**config.mk**
```make
export PLATFORM = sky130hd
export DESIGN_NAME = mem_access_ctrl
export DESIGN_NICKNAME = d
export VERILOG_FILES = /design/src/rtl/mem_access_ctrl.sv
export SDC_FILE = /design/constraint.sdc
export NUM_CORES = 1
export LEC_CHECK = 0
export CAP_MARGIN = 0
export CORE_AREA = 2 2 208 210
export CTS_BUF_LIST = sky130_fd_sc_hd__clkbuf_4
export CTS_CLUSTER_DIAMETER = 100
export DETAILED_ROUTE_END_ITERATION = 10
export DIE_AREA = 0 0 210 212
export DONT_BUFFER_PORTS = 1
export PLACE_DENSITY_LB_ADDON = 0.08
export SYNTH_ARGS = -nofsm -noshare
export SYNTH_HDL_FRONTEND = slang
export SYNTH_SLANG_ARGS = --single-unit
```
**constraint.sdc**
```tcl
create_clock -name clk -period 2.2 [get_ports clk]
set_input_delay 0.44 -clock clk [delete_from_list [all_inputs] [get_ports clk]]
set_output_delay 0.44 -clock clk [all_outputs]
set_load 0.005 [all_outputs]
```
**src/rtl/mem_access_ctrl.sv**
```systemverilog
`default_nettype none
// ============================================================================
//  Module   : mem_access_ctrl
//  Brief    : Multicycle load/store sequencer for a 64-bit doubleword memory.
//             Aligns load data for the external extender, merges sub-dword
//             stores with read-modify-write, and faults on misaligned,
//             illegal or timed-out accesses. One response per request.
//  Revision : 1.0  initial release
// ============================================================================
module mem_access_ctrl #(
    parameter int TIMEOUT = 16
) (
    input  logic        clk,
    input  logic        reset,
    input  logic        req_valid,
    output logic        req_ready,
    input  logic        req_is_store,
    input  logic [2:0]  req_funct3,
    input  logic [63:0] req_addr,
    input  logic [63:0] req_wdata,
    output logic [63:0] mem_addr,
    output logic        mem_rd,
    output logic        mem_wr,
    output logic [63:0] mem_wdata,
    input  logic [63:0] mem_rdata,
    input  logic        mem_ready,
    output logic [2:0]  ext_sel,
    output logic [63:0] ext_in,
    input  logic [63:0] ext_out,
    output logic        resp_valid,
    output logic [63:0] resp_data,
    output logic        resp_fault
);

    localparam int             c_CW      = $clog2(TIMEOUT + 1);
    localparam logic [c_CW-1:0] c_TIMEOUT = c_CW'(TIMEOUT);

    typedef enum logic [2:0] {
        S_IDLE = 3'd0,
        S_RD   = 3'd1,
        S_EXT  = 3'd2,
        S_WR   = 3'd3,
        S_RESP = 3'd4
    } state_t;

    state_t          r_state;
    logic            r_is_store;
    logic [2:0]      r_off;
    logic [63:0]     r_wdata;
    logic [c_CW-1:0] r_cnt;
    logic            r_req_ready;
    logic [63:0]     r_mem_addr;
    logic            r_mem_rd;
    logic            r_mem_wr;
    logic [63:0]     r_mem_wdata;
    logic [2:0]      r_ext_sel;
    logic [63:0]     r_ext_in;
    logic            r_resp_valid;
    logic [63:0]     r_resp_data;
    logic            r_resp_fault;

    logic            w_illegal;
    logic            w_misaligned;
    logic [5:0]      w_shamt;
    logic [63:0]     w_mask_base;
    logic [63:0]     w_mask;
    logic [63:0]     w_merged;
    logic [c_CW-1:0] w_cnt_next;
    logic            w_timeout;

    // Accept-time legality: stores have no unsigned forms, 111 is unused for loads;
    // natural alignment is required for every access size.
    always_comb begin
        w_illegal    = req_is_store ? req_funct3[2] : (req_funct3 == 3'b111);
        w_misaligned = 1'b0;
        case (req_funct3[1:0])
            2'b01:   w_misaligned = req_addr[0];
            2'b10:   w_misaligned = (req_addr[1:0] != 2'b00);
            2'b11:   w_misaligned = (req_addr[2:0] != 3'b000);
            default: w_misaligned = 1'b0;
        endcase
    end

    // Byte-lane mask for sub-dword stores and the read-modify-write merge.
    always_comb begin
        w_shamt = {r_off, 3'b000};
        case (r_ext_sel[1:0])
            2'b00:   w_mask_base = 64'h0000_0000_0000_00FF;
            2'b01:   w_mask_base = 64'h0000_0000_0000_FFFF;
            2'b10:   w_mask_base = 64'h0000_0000_FFFF_FFFF;
            default: w_mask_base = 64'hFFFF_FFFF_FFFF_FFFF;
        endcase
        w_mask     = w_mask_base << w_shamt;
        w_merged   = (mem_rdata & ~w_mask) | ((r_wdata << w_shamt) & w_mask);
        w_cnt_next = r_cnt + 1'b1;
        w_timeout  = (w_cnt_next == c_TIMEOUT);
    end

    // Sequencer: state, wait counter and every registered output.
    always_ff @(posedge clk) begin
        if (!reset) begin
            r_state      <= S_IDLE;
            r_is_store   <= 1'b0;
            r_off        <= 3'd0;
            r_wdata      <= 64'd0;
            r_cnt        <= '0;
            r_req_ready  <= 1'b1;
            r_mem_addr   <= 64'd0;
            r_mem_rd     <= 1'b0;
            r_mem_wr     <= 1'b0;
            r_mem_wdata  <= 64'd0;
            r_ext_sel    <= 3'd0;
            r_ext_in     <= 64'd0;
            r_resp_valid <= 1'b0;
            r_resp_data  <= 64'd0;
            r_resp_fault <= 1'b0;
        end else begin
            r_resp_valid <= 1'b0;
            case (r_state)
                S_IDLE: begin
                    if (req_valid) begin
                        r_req_ready <= 1'b0;
                        r_ext_sel   <= req_funct3;
                        r_mem_addr  <= {req_addr[63:3], 3'b000};
                        r_off       <= req_addr[2:0];
                        r_wdata     <= req_wdata;
                        r_is_store  <= req_is_store;
                        r_cnt       <= '0;
                        if (w_illegal || w_misaligned) begin
                            r_state      <= S_RESP;
                            r_resp_valid <= 1'b1;
                            r_resp_data  <= 64'd0;
                            r_resp_fault <= 1'b1;
                        end else if (req_is_store && (req_funct3[1:0] == 2'b11)) begin
                            r_state     <= S_WR;
                            r_mem_wr    <= 1'b1;
                            r_mem_wdata <= req_wdata;
                        end else begin
                            r_state  <= S_RD;
                            r_mem_rd <= 1'b1;
                        end
                    end
                end
                S_RD: begin
                    if (mem_ready) begin
                        r_mem_rd <= 1'b0;
                        r_cnt    <= '0;
                        if (r_is_store) begin
                            r_mem_wdata <= w_merged;
                            r_mem_wr    <= 1'b1;
                            r_state     <= S_WR;
                        end else begin
                            r_ext_in <= mem_rdata >> w_shamt;
                            r_state  <= S_EXT;
                        end
                    end else if (w_timeout) begin
                        r_mem_rd     <= 1'b0;
                        r_state      <= S_RESP;
                        r_resp_valid <= 1'b1;
                        r_resp_data  <= 64'd0;
                        r_resp_fault <= 1'b1;
                    end else begin
                        r_cnt <= w_cnt_next;
                    end
                end
                S_EXT: begin
                    r_resp_data  <= ext_out;
                    r_resp_fault <= 1'b0;
                    r_resp_valid <= 1'b1;
                    r_state      <= S_RESP;
                end
                S_WR: begin
                    if (mem_ready) begin
                        r_mem_wr     <= 1'b0;
                        r_state      <= S_RESP;
                        r_resp_valid <= 1'b1;
                        r_resp_data  <= 64'd0;
                        r_resp_fault <= 1'b0;
                    end else if (w_timeout) begin
                        r_mem_wr     <= 1'b0;
                        r_state      <= S_RESP;
                        r_resp_valid <= 1'b1;
                        r_resp_data  <= 64'd0;
                        r_resp_fault <= 1'b1;
                    end else begin
                        r_cnt <= w_cnt_next;
                    end
                end
                S_RESP: begin
                    r_state     <= S_IDLE;
                    r_req_ready <= 1'b1;
                end
                default: begin
                    r_state     <= S_IDLE;
                    r_req_ready <= 1'b1;
                    r_mem_rd    <= 1'b0;
                    r_mem_wr    <= 1'b0;
                end
            endcase
        end
    end

    assign req_ready  = r_req_ready;
    assign mem_addr   = r_mem_addr;
    assign mem_rd     = r_mem_rd;
    assign mem_wr     = r_mem_wr;
    assign mem_wdata  = r_mem_wdata;
    assign ext_sel    = r_ext_sel;
    assign ext_in     = r_ext_in;
    assign resp_valid = r_resp_valid;
    assign resp_data  = r_resp_data;
    assign resp_fault = r_resp_fault;

endmodule
`default_nettype wire

```
==> flow_summary_export.csv, run 1 <==
group,metric,value,unit
yosys,yosysWarningCount,0,
layout,instances_no_fill,2703,
detailed_routing,wire_per_inst,26.29,um
critical_path,slowest_stage,"dfxtp_4",
floorplanning,fp.dieH,212,um
grt,first_global_vias,15670,
sta,slew_headroom,29.73,%
clock_network,post_cts_buffers,0,
min_path,min_from,"mem_rdata[53]",
sta,finClkSkew,68.43,ps
yosys,async_reset_ff_share,0,%
critical_path,r2r_end,"mem_wdata[29]$_SDFFE_PN0P_",
sta,fmax,478.0,MHz
clock_network,cts_made_buffers,91,
min_path,hp-class,"input pin to flop",
grt,antenna_found_initial,10,
floorplanning,rows,76,
detailed_routing,drc,0,
clock_network,cts.clk_slew.worst_paths,70,ps
critical_path,worstPathRequired,2920,ps
detailed_routing,drt_iter0_markers,1646,
pwr,power_density,745.4,nW/um^2
critical_path,crit_chain,"buf_4 -> o21a_1 -> o21a_1 -> mux2i_1 -> a211o_1 -> a21oi_1",
flow_run,max_cap_violations,0,
yosys,netlist_area,16160,um^2
floorplanning,io-pin-count,528,
yosys,synth_seq_area_share,41.74,%
sta,hold_viol,0,
grt,grt_pass1_wl,102300,um
critical_path,slowest_delay,480,ps
min_path,whs_path_depth,4,
min_path,holdPathEnd,"ext_in[45]$_SDFFE_PN0P_",
critical_path,critPathArrivalTime,2810,ps
yosys,synth_ff_type,"dfxtp_1",
critical_path,endpoint_kind,"flop",
critical_path,start_kind,"flop",
critical_path,cp_common_cell,"o21a_1",
critical_path,r2r_start,"r_off[1]$_SDFFE_PN0P_",
grt,grt_max_degree,122,
sta,finalCritPeriodShare,95.10,%
critical_path,path_delay_family,"compound AO/OA/AOI/OAI gates",
sta,rsz0062_at_grt,"false",
yosys,synth_edf_count,0,
detailed_routing,antenna_left,0,
detailed_routing,viasPerCell,5.921,
layout,fillers,4094,
yosys,syn_inst,1812,
detailed_routing,drt_pass1_iterations,8,
critical_path,r2r_cells,6,
yosys,yosysMostFrequentCell,"nand2_1",
detailed_routing,routed_wl,71060,um
clock_network,cts-htree-levels,3,
critical_path,critPathMaxFanout,17,
outcome,status,"complete, no violations",
pwr,vdd_drop_max,0.4240,mV
sta,hold_slack,58.20,ps
yosys,synthTopCellsByCount,"355 x nand2_1, 337 x dfxtp_1, 215 x a21oi_1, 111 x clkbuf_1, 89 x nor2_1",
sta,final.setup.tns,0,ps
clock_network,cts_root_buffer,"clkbuf_4",
placement,hpwl,49900,um
critical_path,path_class,"flop to flop",
layout,final_area,20880,um^2
grt,track_usage,30.75,%
clock_network,tritoncts,"done",
yosys,synth_top_area_share,41.74,%
layout,nets,2351,
layout,final_util,49.13,%
sta,setup_viol,0,
sta,tightest_slew,1051,ps
placement,port-buffer-count,0,
placement,gp_congestion,0.9287,
clock_network,clk_latency,850,ps
placement,dpl_cell_area,17000,um^2
clock_network,clockBufferDepth,3,
yosys,synth.area.top_cells,"dfxtp_1 42%, nand2_1 8.2%, mux4_2 6.7%",
yosys,ys_ff_latch,337,
critical_path,r2r_slack,110,ps
yosys,synth_top_area_cell,"dfxtp_1",
floorplanning,die_x,210,um
critical_path,crit_buf_inv,1,
sta,drv_slew,0,
yosys,synth_area_per_cell,8.919,um^2
detailed_routing,vias,16010,
yosys,yosysUniqueCellTypes,70,
sta,finalCriticalPeriod,2092,ps
layout,area_growth,29.21,%
floorplanning,coreArea,42510,um^2
pwr,leakage,7.905,nW
floorplanning,initial_core_util,38.02,%
placement,dp.cells,2275,
clock_network,cts_sinks,337,
floorplanning,die_area,44520,um^2
grt,overflow,0,
layout,drive_gt1_share,18.09,%
-- how the worst max path moves through the flow --
stage                       startpoint                         end  slack, ps  cells after the start
3_3_place_gp             req_funct3[1]   resp_data[7]$_SDFFE_PN0P_         -1                      5
6_report         r_off[1]$_SDFFE_PN0P_  mem_wdata[29]$_SDFFE_PN0P_        110                      6
3_5_place_dp             req_funct3[1]  resp_data[21]$_SDFFE_PN0P_        -40                      5
2_1_floorplan            req_funct3[1]  resp_data[23]$_SDFFE_PN0P_        230                      8
4_1_cts        r_state[2]$_SDFFE_PN0N_     ext_sel[1]$_SDFFE_PN0P_         60                      7
5_1_grt          r_off[0]$_SDFFE_PN0P_  mem_wdata[48]$_SDFFE_PN0P_         20                      7
-- worst reg2reg max path: stages, from the launching register on --
cell,delay [ps]
dfxtp_4,480
buf_4,260
o21a_1,180
o21a_1,440
mux2i_1,190
a211o_1,350
a21oi_1,120
-- placed cells by master, fill, tap and decap left out, types with 33 or more instances in the layout --
cell and instances:
dfxtp_1 334, mux2i_1 75, mux2_2 33, nor2_1 87, a32o_1 34, o211ai_1 46, nand2_1 354, buf_4 76
a211oi_1 35, mux4_2 48, dlygate4sd3_1 263, clkbuf_4 139, o21ai_0 44, a21oi_1 214
-- sequential cells by signal (all words and copies together) (netlist names), 5 cells and up --
signal,cells
mem_wdata,64
mem_addr,61
resp_data,64
ext_in,64
r_wdata,64
r_cnt,5
-- stage by stage --
| step | worst slack [ps] | total power [W] |
|---|---|---|
| global placement | -1.355 | 0.009294 |
| finish | 107.7 | 0.01557 |
| global route | 22.99 | 0.01631 |
| detailed placement | -36.74 | 0.009313 |
| CTS | 59.27 | 0.01569 |
| floorplan | 226.2 | 0.008498 |
-- cell type report --
| class | instances | area, um^2 | share of cell area, % |
|---|---|---|---|
| antenna | 7 | 17.52 | 0.08388 |
| clock buffer | 139 | 1044 | 4.997 |
| clock inverter | 18 | 135.1 | 0.6471 |
| inverter | 12 | 50.05 | 0.2397 |
| multi-input combinational | 1283 | 8556 | 40.97 |
| sequential | 337 | 6755 | 32.35 |
| tap | 546 | 683.2 | 3.271 |
| timing repair buffer | 361 | 3642 | 17.44 |
-- power by group --
group	switching [W]	leakage, nW	internal [W]
sequential	0.000349	2.74	0.00639
clock	0.00272	0.702	0.00309
combinational	0.00169	4.46	0.00133
-- layer usage --
layer,up-vias,share of wire [%],GRT usage [%]
met5,-,0.065,0
met3,131,8.9,8.641
met2,782,46,48.24
met4,8,3.2,12.08
li1,7253,-,-
met1,7831,42,40.15
-- cells by family after synthesis --
kind of cell / Yosys count / synth area share, %
flip-flops: 337 / 41.74
other: 1 / 0.02320
multiplexers: 156 / 13.63
adder cells (fa/ha/maj): 1 / 0.07740
XOR/XNOR: 1 / 0.05420
buffers and inverters: 194 / 5.721
AO/OA/AOI/OAI: 567 / 24.25
AND/OR/NAND/NOR: 555 / 14.50
-- timing repair --
action / in CTS / in global routing
gates resized for setup: 0 / 8
endpoints found under the hold margin: 297 / 0
hold buffers: 264 / 0
setup endpoints to repair: 0 / 40
No activity file was read; power rests on OpenSTA's default activity.
==> inputs of run 2 (changes only) <==
--- a/config.mk
+++ b/config.mk
@@ -12,7 +12,7 @@
 export DETAILED_ROUTE_END_ITERATION = 10
 export DIE_AREA = 0 0 210 212
 export DONT_BUFFER_PORTS = 1
-export PLACE_DENSITY_LB_ADDON = 0.08
+export PLACE_DENSITY = 0.5
 export SYNTH_ARGS = -nofsm -noshare
 export SYNTH_HDL_FRONTEND = slang
 export SYNTH_SLANG_ARGS = --single-unit
==> run 2 against run 1 <==
Compared with the run above: die area is the same; clock skew decreased by 7.5 ps; power grew 2.2%; combinational power grew 6%; setup slack lost 39 ps; clock power is 3% higher; flip-flop and latch count stayed put; clock-buffer cell count up 6; global-route usage shrank 0.23 points; sequential power hardly changed; via count grew 1.9%; critical path type unchanged; highest routed layer unchanged.
==> flow_summary_export.csv, run 2 (synthesis gave the netlist of run 1 again) <==
group,metric,value,unit
critical_path,critPathMaxFanout,5,
sta,hold_viol,0,
placement,hpwl,48520,um
layout,final_area,21170,um^2
critical_path,r2r_start,"r_cnt[1]$_SDFFE_PN0P_",
grt,antenna_found_initial,7,
layout,final_common_cell,"nand2_1",
detailed_routing,vias,16310,
sta,setup_viol,0,
floorplanning,fp.dieH,212,um
grt,grt_pass1_wl,102000,um
clock_network,cts-htree-levels,3,
flow_run,max_cap_violations,0,
sta,hold_slack,83.72,ps
placement,dp.cells,2280,
min_path,whs_path_depth,3,
critical_path,slowest_stage,"dlygate4sd3_1",
clock_network,cts.clk_slew.worst_paths,60,ps
critical_path,path_class,"flop to flop",
grt,overflow,0,
placement,port-buffer-count,0,
floorplanning,io-pin-count,528,
sta,drv_slew,0,
floorplanning,initial_core_util,38.02,%
pwr,leakage,8.073,nW
outcome,status,"complete, no violations",
detailed_routing,routed_wl,72040,um
clock_network,cts_sinks,337,
critical_path,slowest_delay,560,ps
layout,nets,2365,
critical_path,r2r_end,"r_state[1]$_SDFFE_PN0N_",
grt,grt_max_degree,125,
detailed_routing,antenna_left,0,
detailed_routing,drt_pass1_iterations,5,
sta,finalCritPeriodShare,96.86,%
min_path,hp-class,"input pin to flop",
critical_path,worstPathRequired,2900,ps
grt,track_usage,30.52,%
clock_network,cts_root_buffer,"clkbuf_4",
layout,final_cell_mix,"354 x nand2_1, 334 x dfxtp_1, 257 x dlygate4sd3_1",
critical_path,r2r_cells,7,
sta,finClkSkew,60.90,ps
placement,gp_congestion,0.9567,
sta,rsz0062_at_grt,"false",
critical_path,critPathArrivalTime,2830,ps
grt,first_global_vias,15390,
pwr,power,0.01591,W
floorplanning,die_area,44520,um^2
min_path,min_from,"mem_rdata[37]",
clock_network,clk_latency,840,ps
critical_path,r2r_slack,70,ps
sta,finalCriticalPeriod,2131,ps
sta,slew_headroom,55.14,%
floorplanning,coreArea,42510,um^2
clock_network,cts_made_buffers,94,
placement,dpl_cell_area,17080,um^2
sta,tightest_slew,654.2,ps
clock_network,clockBufferDepth,3,
min_path,holdPathEnd,"ext_in[29]$_SDFFE_PN0P_",
layout,area_growth,30.96,%
detailed_routing,wire_per_inst,26.39,um
detailed_routing,drt_iter0_markers,1685,
pwr,vdd_drop_max,0.4981,mV
critical_path,cp_common_cell,"a21oi_1",
detailed_routing,drc,0,
layout,instances_no_fill,2730,
critical_path,crit_chain,"and2_1 -> o22ai_1 -> a21oi_1 -> buf_4 -> a21oi_1 -> o32ai_1 -> dlygate4sd3_1",
detailed_routing,viasPerCell,5.975,
sta,fmax,469.3,MHz
floorplanning,rows,76,
pwr,power_density,751.7,nW/um^2
critical_path,endpoint_kind,"flop",
layout,drive_gt1_share,19.05,%
clock_network,tritoncts,"done",
critical_path,start_kind,"flop",
floorplanning,die_x,210,um
[run 2: layer usage]
metal	vias up	part of all wire (%)	GRT usage [%]
li1	7295	-	-
met1	7937	41	38.69
met2	895	46	47.71
met3	184	9.7	9.232
met4	2	3.8	14.26
met5	-	0.021	0
[run 2: cell type report]
class	instances	area [um^2]
sequential	337	6755
multi-input combinational	1283	8564
inverter	12	50.05
fill	4038	21340
antenna	6	15.01
clock buffer	145	1089
tap	546	683.2
timing repair buffer	372	3857
clock inverter	29	151.4
[run 2: how the worst max path moves through the flow]
stage / startpoint / to
CTS: r_state[2]$_SDFFE_PN0N_ / mem_addr[24]$_SDFFE_PN0P_
global placement: r_off[1]$_SDFFE_PN0P_ / mem_wdata[54]$_SDFFE_PN0P_
detailed placement: r_off[1]$_SDFFE_PN0P_ / mem_wdata[54]$_SDFFE_PN0P_
floorplan: req_funct3[1] / resp_data[23]$_SDFFE_PN0P_
finish: r_cnt[1]$_SDFFE_PN0P_ / r_state[1]$_SDFFE_PN0N_
global route: r_state[1]$_SDFFE_PN0N_ / r_wdata[31]$_SDFFE_PN0P_
[run 2: where the power goes]
part / total [W] / internal, W / switching, W
sequential: 0.00672 / 0.00639 / 0.000339
combinational: 0.00321 / 0.00144 / 0.00176
clock: 0.00598 / 0.00312 / 0.00286
[run 2: critical path: cells and delay by family, from the launching register on]
| family | cells | cell delay, ps |
|---|---|---|
| AOI/OAI and AO/OA | 4 | 760 |
| buffers and inverters | 2 | 750 |
| DFF | 1 | 330 |
| and+or+nand+nor | 1 | 180 |
[run 2: through the flow]
step	worst slack (ps)	util [%]	TNS, ps
after floorplan	226.2	-	0
after global placement	-55.18	40.17	-55.18
after detailed placement	-63.18	40.17	-63.18
after CTS	2.841	49.22	0
after global routing	6.456	49.79	0
final	69.05	49.79	0
[run 2: repair_timing]
action | 4_1_cts | 5_1_grt
pin swaps | 0 | 1
hold buffers | 258 | 0
resized for setup | 1 | 11
endpoints found under the setup margin | 1 | 12
buffers inserted | 0 | 7
gates cloned | 0 | 5
hold endpoints to repair | 308 | 0
